<file path="src/rtl/uart_tx_core_if.sv">
// Parallel word handshake into the UART transmit engine.
// The source drives tx_data/tx_valid; the engine answers with tx_ready.
interface uart_tx_core_if;
  logic [7:0] tx_data;
  logic       tx_valid;
  logic       tx_ready;

  modport master (output tx_data, output tx_valid, input tx_ready);
  modport slave  (input tx_data, input tx_valid, output tx_ready);
endinterface

</file>
<file path="src/rtl/uart_tx_core.sv">
// UART serial transmit engine: one-word holding buffer feeding a framing shifter.
// Frame = start, data_size data bits LSB first, optional parity, STOP_BITS stop bits.
module uart_tx_core #(
  parameter int STOP_BITS  = 1,
  parameter int PARITY_EN  = 0,
  parameter int PARITY_ODD = 0
) (
  input  logic            clk,
  input  logic            rst,
  uart_tx_core_if.slave   bus,
  input  logic [3:0]      data_size,
  input  logic [13:0]     bit_period,
  output logic            tx_out,
  output logic            tx_busy,
  output logic            frame_done
);

  localparam logic [2:0] IDLE   = 3'd0;
  localparam logic [2:0] START  = 3'd1;
  localparam logic [2:0] DATA   = 3'd2;
  localparam logic [2:0] PARITY = 3'd3;
  localparam logic [2:0] STOP   = 3'd4;

  localparam bit PAR_EN  = (PARITY_EN != 0);
  localparam bit PAR_ODD = (PARITY_ODD != 0);

  logic [2:0]  state;
  logic [7:0]  hold;
  logic        buf_full;
  logic [7:0]  shifter;
  logic [3:0]  size_r;
  logic [13:0] period_r;
  logic [13:0] cnt;
  logic [2:0]  bit_idx;
  logic        stop_idx;
  logic        par_bit;

  logic        bit_end;
  logic        last_stop;
  logic        load;
  logic        line_bit;
  logic [3:0]  size_c;
  logic [13:0] period_c;
  logic [7:0]  mask;

  assign bus.tx_ready = !buf_full && !rst;

  always_comb begin
    size_c = data_size;
    if (data_size < 4'd5)
      size_c = 4'd5;
    else if (data_size > 4'd8)
      size_c = 4'd8;
    period_c = (bit_period < 14'd2) ? 14'd2 : bit_period;
    mask = '0;
    for (int unsigned i = 0; i < 8; i++)
      mask[i] = (i < {28'd0, size_c});
  end

  assign bit_end   = (cnt == period_r);
  assign last_stop = (STOP_BITS == 2) ? stop_idx : 1'b1;
  // Loading at the final stop clock lets the next START begin with no idle gap.
  assign load      = buf_full && ((state == IDLE) ||
                                  ((state == STOP) && bit_end && last_stop));

  always_comb begin
    case (state)
      START:   line_bit = 1'b0;
      DATA:    line_bit = shifter[0];
      PARITY:  line_bit = par_bit;
      default: line_bit = 1'b1;
    endcase
  end

  // Outputs are registered from the current state, so the line lags the FSM by one clock.
  always_ff @(posedge clk) begin
    if (rst) begin
      state      <= IDLE;
      hold       <= '0;
      buf_full   <= 1'b0;
      shifter    <= '0;
      size_r     <= 4'd8;
      period_r   <= 14'd2;
      cnt        <= 14'd1;
      bit_idx    <= '0;
      stop_idx   <= 1'b0;
      par_bit    <= 1'b0;
      tx_out     <= 1'b1;
      tx_busy    <= 1'b0;
      frame_done <= 1'b0;
    end else begin
      tx_out     <= line_bit;
      tx_busy    <= (state != IDLE);
      frame_done <= (state == STOP) && bit_end && last_stop;

      if (bus.tx_valid && bus.tx_ready) begin
        hold     <= bus.tx_data;
        buf_full <= 1'b1;
      end

      if (load) begin
        shifter  <= hold;
        size_r   <= size_c;
        period_r <= period_c;
        par_bit  <= (^(hold & mask)) ^ PAR_ODD;
        cnt      <= 14'd1;
        bit_idx  <= '0;
        stop_idx <= 1'b0;
        buf_full <= 1'b0;
        state    <= START;
      end else if (state != IDLE) begin
        if (!bit_end) begin
          cnt <= cnt + 14'd1;
        end else begin
          cnt <= 14'd1;
          case (state)
            START: state <= DATA;
            DATA: begin
              shifter <= {1'b0, shifter[7:1]};
              if ({1'b0, bit_idx} == size_r - 4'd1)
                state <= PAR_EN ? PARITY : STOP;
              else
                bit_idx <= bit_idx + 3'd1;
            end
            PARITY: state <= STOP;
            STOP: begin
              if (last_stop)
                state <= IDLE;
              else
                stop_idx <= 1'b1;
            end
            default: state <= IDLE;
          endcase
        end
      end
    end
  end

endmodule
</file>
<file path="src/flat_wrapper.sv">
// flat-port wrapper written by rule: the top's interface ports become plain ports
module uart_tx_core_flat 
#(
  parameter int STOP_BITS  = 1,
  parameter int PARITY_EN  = 0,
  parameter int PARITY_ODD = 0
)
  (clk, rst, data_size, bit_period, tx_out, tx_busy, frame_done, bus_tx_data, bus_tx_valid, bus_tx_ready);
  uart_tx_core_if bus_i ();
  input  logic clk;
  input  logic rst;
  input  logic [3:0] data_size;
  input  logic [13:0] bit_period;
  output logic tx_out;
  output logic tx_busy;
  output logic frame_done;
  input wire logic [$bits(bus_i.tx_data)-1:0] bus_tx_data;
  input wire logic [$bits(bus_i.tx_valid)-1:0] bus_tx_valid;
  output wire logic [$bits(bus_i.tx_ready)-1:0] bus_tx_ready;
  assign bus_i.tx_data = bus_tx_data;
  assign bus_i.tx_valid = bus_tx_valid;
  assign bus_tx_ready = bus_i.tx_ready;
  uart_tx_core #(.STOP_BITS(STOP_BITS), .PARITY_EN(PARITY_EN), .PARITY_ODD(PARITY_ODD)) u_core (.clk(clk), .rst(rst), .bus(bus_i), .data_size(data_size), .bit_period(bit_period), .tx_out(tx_out), .tx_busy(tx_busy), .frame_done(frame_done));
endmodule
</file>
<file path="config.mk">
export PLATFORM = sky130hd
export DESIGN_NAME = uart_tx_core_flat
export DESIGN_NICKNAME = d
export VERILOG_FILES = /design/src/rtl/uart_tx_core_if.sv /design/src/rtl/uart_tx_core.sv /design/src/flat_wrapper.sv
export SDC_FILE = /design/constraint.sdc
export NUM_CORES = 1
export LEC_CHECK = 0
export CORE_MARGIN = 2
export CORE_UTILIZATION = 45
export CTS_CLUSTER_SIZE = 25
export DETAILED_ROUTE_END_ITERATION = 8
export PLACE_DENSITY = 0.7
export SLEW_MARGIN = 25
export SYNTH_ARGS = -nofsm -noshare
export SYNTH_HDL_FRONTEND = slang
export SYNTH_SLANG_ARGS = --single-unit
</file>
<file path="constraint.sdc">
create_clock -name clk -period 2.3 [get_ports clk]
set_input_delay 0.46 -clock clk [delete_from_list [all_inputs] [get_ports clk]]
set_output_delay 0.46 -clock clk [all_outputs]
set_load 0.05 [all_outputs]
</file>
Yosys cells after proc, flatten, opt, wreduce, memory -nomap -nowiden
Cells that the tools add are included.
{"block": "op_classes", "bitwise": 2, "reduce_logical": 18, "eq_ne": 8, "n_mux": 14, "add_sub_neg": 3, "order_cmp": 11}
{"op": "8-bit 2-to-1 mux", "n": 4}
{"op": "14-bit 2-to-1 mux", "n": 2}
{"op": "3-bit by 4-bit < comparator with 1-bit output, first input constant", "n": 4}
{"op": "14-bit by 1-bit adder with 14-bit output, second input constant", "n": 1}
{"op": "14-bit == test", "n": 1}
{"op": "14-bit by 2-bit < comparator with 1-bit output, second input constant", "n": 1}
{"op": "3-bit one-hot mux with 3 select lines", "n": 1}
{"op": "3-bit AND reduction", "n": 3}
{"op": "8-bit bitwise AND", "n": 1}
{"op": "1-bit by 4-bit < comparator with 1-bit output, first input constant", "n": 2}
{"op": "2-bit by 4-bit < comparator with 1-bit output, first input constant", "n": 2}
{"op": "4-bit 2-to-1 mux", "n": 2}
{"op": "8-bit XOR reduction", "n": 1}
{"op": "3-bit by 2-bit == test with 1-bit output, second input constant", "n": 2}
{"op": "2-bit nonzero test", "n": 3}
{"op": "3-bit by 4-bit == test with 1-bit output", "n": 1}
{"op": "4-bit > comparator, second input constant", "n": 1}
{"op": "1-bit logical AND", "n": 4}
{"op": "4-bit by 3-bit < comparator with 1-bit output, second input constant", "n": 1}
{"op": "4-bit AND reduction", "n": 1}
{"op": "4-bit by 1-bit subtractor with 4-bit output, second input constant", "n": 1}
{"op": "3-bit by 1-bit adder with 3-bit output, second input constant", "n": 1}
{"op": "3-bit by 1-bit == test with 1-bit output, second input constant", "n": 1}
{"op": "3-bit == test, second input constant", "n": 1}
{"op": "other kinds (11)", "n": 14}
{"block": "totals", "ff_bits": 59, "in_bits": 29, "wordCells": 69}

Depth between registers and ports, before layout
{"block": "logic_depth", "ltp_word": 7, "depth_mapped": 7}

Worst setup path after synthesis
OpenSTA, ideal clock, no wires.
{"block": "synth_timing", "kind": "in2out", "start": "input port rst", "end": "output port bus_tx_ready", "arrival_ns": 1.501, "stages": 3, "path_buffers": 2, "t_required_ns": 1.840, "setup_slack_ns": 0.339, "path_cell_list": "clkbuf_1 > buf_1 > nor2_1"}
{"block": "synth_via", "elab_chain_len": 2}
{"element": "start, declared", "line_no": "flat_wrapper.sv:11", "text": "input logic rst;"}
{"element": "1-bit logical NOT", "line_no": "uart_tx_core.sv:46", "text": "assign bus.tx_ready = !buf_full && !rst;"}
{"element": "1-bit logical AND", "line_no": "uart_tx_core.sv:46"}
{"element": "end, declared", "line_no": "flat_wrapper.sv:19", "text": "output wire logic [$bits(bus_i.tx_ready)-1:0] bus_tx_ready;"}
Every way passes these cells.

Worst setup path in the final report
{"block": "layout_timing", "start": "register u_core.cnt[6]", "end": "register u_core.size_r[1]"}
{"block": "layout_via", "elab_chain_len": 4}
{"element": "start, declared", "line_no": "uart_tx_core.sv:33", "text": "logic [13:0] cnt;"}
{"element": "start signal, assigned", "line_no": "uart_tx_core.sv:113", "text": "cnt <= cnt + 14'd1;"}
{"element": "14-bit == test", "line_no": "uart_tx_core.sv:60", "text": "assign bit_end = (cnt == period_r);"}
{"element": "1-bit logical AND", "line_no": "uart_tx_core.sv:64", "text": "((state == STOP) && bit_end && last_stop));"}
{"element": "1-bit logical OR", "line_no": "uart_tx_core.sv:63", "text": "assign load = buf_full && ((state == IDLE) ||"}
{"element": "1-bit logical AND", "line_no": "uart_tx_core.sv:63"}
{"element": "end signal, assigned", "line_no": "uart_tx_core.sv:103", "text": "size_r <= size_c;"}
{"element": "end, declared", "line_no": "uart_tx_core.sv:31", "text": "logic [3:0] size_r;"}
Every way passes these cells.
A chain may end at the register's enable or synchronous reset.

==> run summary <==
Status: complete, no violations
Core Area: 6277 um2
Mapped Area: 2883 um2
M1 GR Usage: 0.2727
Final Cycle Share: 0.8619
Remaining DRCs: 0
Simple-gate portion of the synthesized area: 0.2218
Met2 Use GR: 0.3167
Crit path launch type: register
Commonest cells post-synth: dfxtp_1 (59), nor2_1 (31), a21oi_1 (27)
Total Power: 2.371 mW
Vias per cell: 5.621
Delay-heaviest family, CP: simple AND/OR/NAND/NOR gates
Layout cells sized above 1: 0.1057
Complex-gate fraction of the synthesized area: 0.1641
Worst vdd ir: 0.0004697 V
WL final: 6623 um
Critical Path AT: 2.25 ns
Slew Limit Fails: 0
Bufs on Longest Clock Path: 2
Sum Neg Setup Slack: 0 ns
Top cells by area, synth: dfxtp_1 (41%), xnor2_1 (6.7%), a21oi_1 (4.7%)
Post-Synth Adder-Cell Area: 0.01302
GR peak layer: met2
Pint: 1.757 mW
Max cap viols: 0
Global-route wire length before repair: 11680 um
Share of the synthesized area in the top cell type: 0.4097
Post-synth EDFFs: 0
Hold buffer count at cts: 0
Leakage: 1.195 nW
Critical setup path kind: reg2reg
Final min period: 1.982 ns
Endpoint class of the critical path: register
Hpwl dp: 4874 um
Worst path depth: 5
Total track usage: 0.2026
# diodes: 0
Combinational power share: 0.152
Die area: 7063 um2
Mapped Nets: 360
Worst EP required: 2.57 ns
Unrepaired setup endpoints after global routing: no
Pwr dens: 675.7 nW/um2
Hold Crit Depth: 2
Sink Count: 59
DIE WIDTH: 84.04 um
Fraction of registers with async set/reset: 0
Worst Clk Skew: 0.008232 ns
Port bufs: 32
Starting Density: 0.4592
Clock Power Share: 0.375
Post-CTS Setup Bufs: 0
Sw Pwr: 614.2 uW
CP max stage cell: or4_1
Largest family of logic cells by synthesized area: simple AND/OR/NAND/NOR gates
Syn. warnings: 0
Switching Share: 0.2590
WL per Instance: 14.85 um
Vias: 2507
Routed Antenna Nets: 0
Register share of total power: 0.474
H-Tree Depth: 3
Average size of a mapped cell: 8.789 um2
Max_slew headroom: 0.6362
Tightest Hold Check Type: reg2reg
Vias in the first global route: 2443
Num ports: 33
Number of placement rows: 29
Post-synthesis xor/xnor area fraction: 0.1189
Count leader, synth: dfxtp_1
Fmax: 504.5 MHz
Post-synth top area cell: dfxtp_1
Area delta synth->final: 21.74%
Pin count of the biggest net entering global routing: 25
Cells along the critical path: xnor2_2, and4_2, a41oi_2, or4_1, a21oi_1
Post-layout nets: 396
Final Hold Viols: 0
CTS buffer count: 9
FF-to-FF path depth: 5
Met3 Usage GRT: 0.03561
Clk pin slew, worst setup/hold paths: 0.07 ns
Number of synthesized register bits: 59
Worst path max stage delay: 0.56 ns
Clock Root Buffer: clkbuf_8
Initial antenna violation count: 0
Cts repair resizes: 0
Total grt overflow: 0
Worst skew pair latency: 0.34 ns
Top FF cell, synth: dfxtp_1
Actual slew at the worst max-slew pin: 0.5415 ns
Final setup violation count: 0
Cells after Synth: 328
Max FO, Critical Path: 9
Die Y: 84.04 um
CTS tree: done
First-pass DRT Iterations: 4
Post-synthesis mux area share: 0.03125
Worst path bufs/invs: 0
Final GP Congestion: 0.8465
Sequential-to-total area share from yosys stat: 0.4097
Initial drt markers: 90
Worst R2R Setup Slack: 0.32 ns
Netlist cell types: 48
==> metal layers <==
layer | vias up | part of all wire
met1 | 1178 | 0.47
met3 | 12 | 0.042
met5 | - | 0
met4 | 0 | 0.016
li1 | 1252 | -
met2 | 65 | 0.47
==> through the flow <==
step	instances	hold slack (ns)	worst slack, ns	cell area (um2)	util
finish	446	0.4742	0.3177	3510	0.5591
global route	446	0.5035	0.1055	3510	0.5591
CTS	446	0.4697	0.3545	3510	0.5591
detailed placement	430	0.4660	0.1911	3318	0.5286
global placement	430	0.4596	0.2701	3318	0.5286
floorplan	328	0.4479	0.3391	2883	-
==> area by class of cell <==
type | instances | area [um2]
sequential | 59 | 1181
timing repair buffer | 44 | 420.4
fill | 607 | 2768
clock buffer | 15 | 186.4
multi-input combinational | 242 | 1590
clock inverter | 1 | 5.005
inverter | 8 | 30.03
tap | 77 | 96.34
==> power by group through the flow <==
stage / Combinational (mW) / Clock, mW / Sequential [mW]
5_1_grt: 0.398 / 0.949 / 1.13
3_5_place_dp: 0.360 / 0 / 1.14
3_3_place_gp: 0.351 / 0 / 1.14
6_report: 0.360 / 0.889 / 1.12
2_1_floorplan: 0.238 / 0 / 1.14
4_1_cts: 0.361 / 0.906 / 1.12
==> worst paths after layout <==
| path | start | to |
|---|---|---|
| max | u_core.cnt[6] | u_core.size_r[1] |
| min reg2reg | u_core.shifter[3] | u_core.shifter[2] |
| min | u_core.shifter[3] | u_core.shifter[2] |
| max reg2reg | u_core.cnt[6] | u_core.size_r[1] |
==> kinds of logic after synthesis <==
kind of cell	count (synthesis)
DFF	59
muxes	9
AOI/OAI and AO/OA	72
xor gates and xnor gates	35
and+or+nand+nor	123
adders and majority gates	3
buffers and inverters	27
==> state kept, by name, summed over array words and instances (netlist names) <==
name,flops
u_core.cnt,14
u_core.period_r,14
u_core.hold,8
u_core.shifter,8
u_core.size_r,4
u_core.bit_idx,3
u_core.state,3
u_core.buf_full,1
u_core.frame_done,1
u_core.par_bit,1
u_core.tx_busy,1
u_core.tx_out,1
==> worst min-delay path, delay by kind of cell (launching register included) <==
kind / cells / cell delay, ns
AO/OA/AOI/OAI: 1 / 0.07
flip-flops: 1 / 0.31
AND/OR/NAND/NOR: 1 / 0.06
==> cell usage in the layout, fill, tap and decap left out, types with 8 or more instances in the layout <==
| cell type | instances |
|---|---|
| nor3_1 | 10 |
| buf_4 | 12 |
| clkbuf_8 | 13 |
| xnor2_1 | 22 |
| dfxtp_1 | 59 |
| a21oi_1 | 27 |
| nor2_1 | 31 |
| nand4_1 | 11 |
| xor2_1 | 9 |
| nand2_1 | 24 |
| clkdlybuf4s50_1 | 31 |
| o21ai_0 | 20 |
| inv_1 | 8 |
| mux2i_1 | 9 |
| nand3_1 | 15 |
Note: power is estimated with default switching activity, not from simulation.
==> variant, RTL diff (config.mk and constraints unchanged) <==
`PARITY_EN` is set to 0 in 2 places; all go to 1.
--- a/src/rtl/uart_tx_core.sv
+++ b/src/rtl/uart_tx_core.sv
@@ -2,7 +2,7 @@
 // Frame = start, data_size data bits LSB first, optional parity, STOP_BITS stop bits.
 module uart_tx_core #(
   parameter int STOP_BITS  = 1,
-  parameter int PARITY_EN  = 0,
+  parameter int PARITY_EN  = 1,
   parameter int PARITY_ODD = 0
 ) (
   input  logic            clk,
--- a/src/flat_wrapper.sv
+++ b/src/flat_wrapper.sv
@@ -2,7 +2,7 @@
 module uart_tx_core_flat 
 #(
   parameter int STOP_BITS  = 1,
-  parameter int PARITY_EN  = 0,
+  parameter int PARITY_EN  = 1,
   parameter int PARITY_ODD = 0
 )
   (clk, rst, data_size, bit_period, tx_out, tx_busy, frame_done, bus_tx_data, bus_tx_valid, bus_tx_ready);
Check against the original RTL: same outputs for any inputs over 10 cycles, from zero or initial values and one cycle with rst high; that may be too few to reach the edited logic, so the function may still have changed.
==> variant against the unedited design <==
Sequential cell count unchanged; count of clock-buffer cells in the layout decreased by 3; combinational power decreased by 4%; die area decreased by 3.9%; cell area decreased by 4.3%; highest routed layer unchanged; global-route usage decreased by 1.6 points; worst setup slack got worse by 0.066 ns; cell count decreased by 2.7%; largest power group unchanged; clock power decreased by 3.3%; wire length decreased by 18%; hold slack got worse by 0.012 ns; total power decreased by 1.6%; area after synthesis decreased by 4.1%.
==> variant: results <==
set metrics [dict create \
    outcome "complete, no violations" \
    regToRegStartpoint "u_core.cnt[7]" \
    viasPerCell 5.10 \
    worst-endpoint-arrival_ns 2.31 \
    worstSkewPairLatency_ns 0.33 \
    grt_max_degree 44 \
    grt_total_usage_pct 18.7 \
    synth_xor_xnor_area_share_pct 12.4 \
    timing_worst_slew_pin_value_ns 0.500 \
    fin_skew_ns 0.00812 \
    power_of_the_clock_network_mw 0.860 \
    post_synthesis_net_count 353 \
    max_stage_delay_ns 0.44 \
    critical_path.reg2reg.endpoint "u_core.bit_idx[2]" \
    drt_iter0_drc 124 \
    synth_cell_types 40 \
    vdd_drop_max_uv 431 \
    net-switching-power_mw 0.591 \
    regToRegSetupSlack_ns 0.25 \
    fmax_mhz 488 \
    num-nets-final 387 \
    gp_congestion 0.800 \
    routed_wire_length_per_instance_um 12.6 \
    worstHoldEndpoint "u_core.size_r[3]" \
    synth.top_cells.by_area "dfxtp_1, xor2_1, nor2_1, nand2_1, mux2i_1" \
    detailedPlacementHpwl_um 3980 \
    yosys.area_share.adder_pct 1.36 \
    nFillCells 548 \
    hold_path_startpoint "u_core.size_r[3]" \
    drtPass1Iterations 6 \
    hold_ws_ns 0.462 \
    p_leak_nw 1.34 \
    worst_reg2reg_path_depth 7 \
    synthMuxAreaShare_pct 5.07 \
    synth.top_cells.by_count "dfxtp_1, nor2_1, nand2_1" \
    yosysSeqAreaShare_pct 42.7 \
    dpl-instance-area_um2 3180 \
    grt_first_pass_wirelength_um 9430 \
    final_layout_size_suffix_gt1_share_pct 8.64 \
    reg_top3 "u_core.cnt x14, u_core.period_r x14" \
    number_of_global_route_vias_before_repair 2057 \
    crit_fanout 7 \
    crit_path_top_delay_cell "dfxtp_1" \
    worst_setup_slack_after_placement_ns 0.258 \
    synth_compound_area_share_pct 9.14 \
]
## variant: cell count changes in the layout (fill, tap and decap cells not counted), sizes merged, moves of 5 or more
cell    change
and4        -5
xnor2      -12
a211oi      +7
nand4       -6
a311oi      -5
xor2       +17
nand2      +16
nand3       -7
o31ai       -5
o21ai      -19
nor2       +15
mux2i       +5
## variant: final cells by class
type                    instances  share of cell area, %
multi-input cells             237                   43.9
flip-flops and latches         59                   35.2
repair buffers                 40                   12.0
clock buffers                  12                   4.02
well taps                      75                   2.79
clock inverters                 3                   1.19
inverters                       8                  0.894
## variant: worst register-to-register path, cell delays in order (launching register included)
cell and delay [ns]:
dfxtp_1 0.44, xor2_1 0.11, nor4_2 0.29, nand4_2 0.25, buf_4 0.24, nand4b_4 0.19
or3_1 0.32, a21oi_1 0.14
## variant: worst max-delay path by stage
stage	from	end	cells past startpoint
after floorplan	rst	bus_tx_ready	3
after global placement	u_core.cnt[4]	u_core.bit_idx[2]	7
after detailed placement	u_core.cnt[7]	u_core.bit_idx[2]	7
after CTS	u_core.cnt[7]	u_core.bit_idx[2]	7
after global routing	u_core.cnt[4]	u_core.shifter[2]	6
final	u_core.cnt[7]	u_core.bit_idx[2]	7
## variant: metal layers
layer  GRT usage (%)  part of all wire (%)  routed length, µm
met1            24.5                    47               2560
met4            7.83                   1.4                 74
met5               0                     0                  0
met2            27.9                    46               2520
met3            6.41                   5.6                308
## variant: metrics by stage
stage / std cells / utilization, % / power (mW)
after floorplan: 321 / - / 1.37
after global placement: 419 / 53.8 / 1.49
after detailed placement: 419 / 53.8 / 1.50
after CTS: 434 / 56.7 / 2.36
after global routing: 434 / 56.7 / 2.45
final: 434 / 56.7 / 2.33
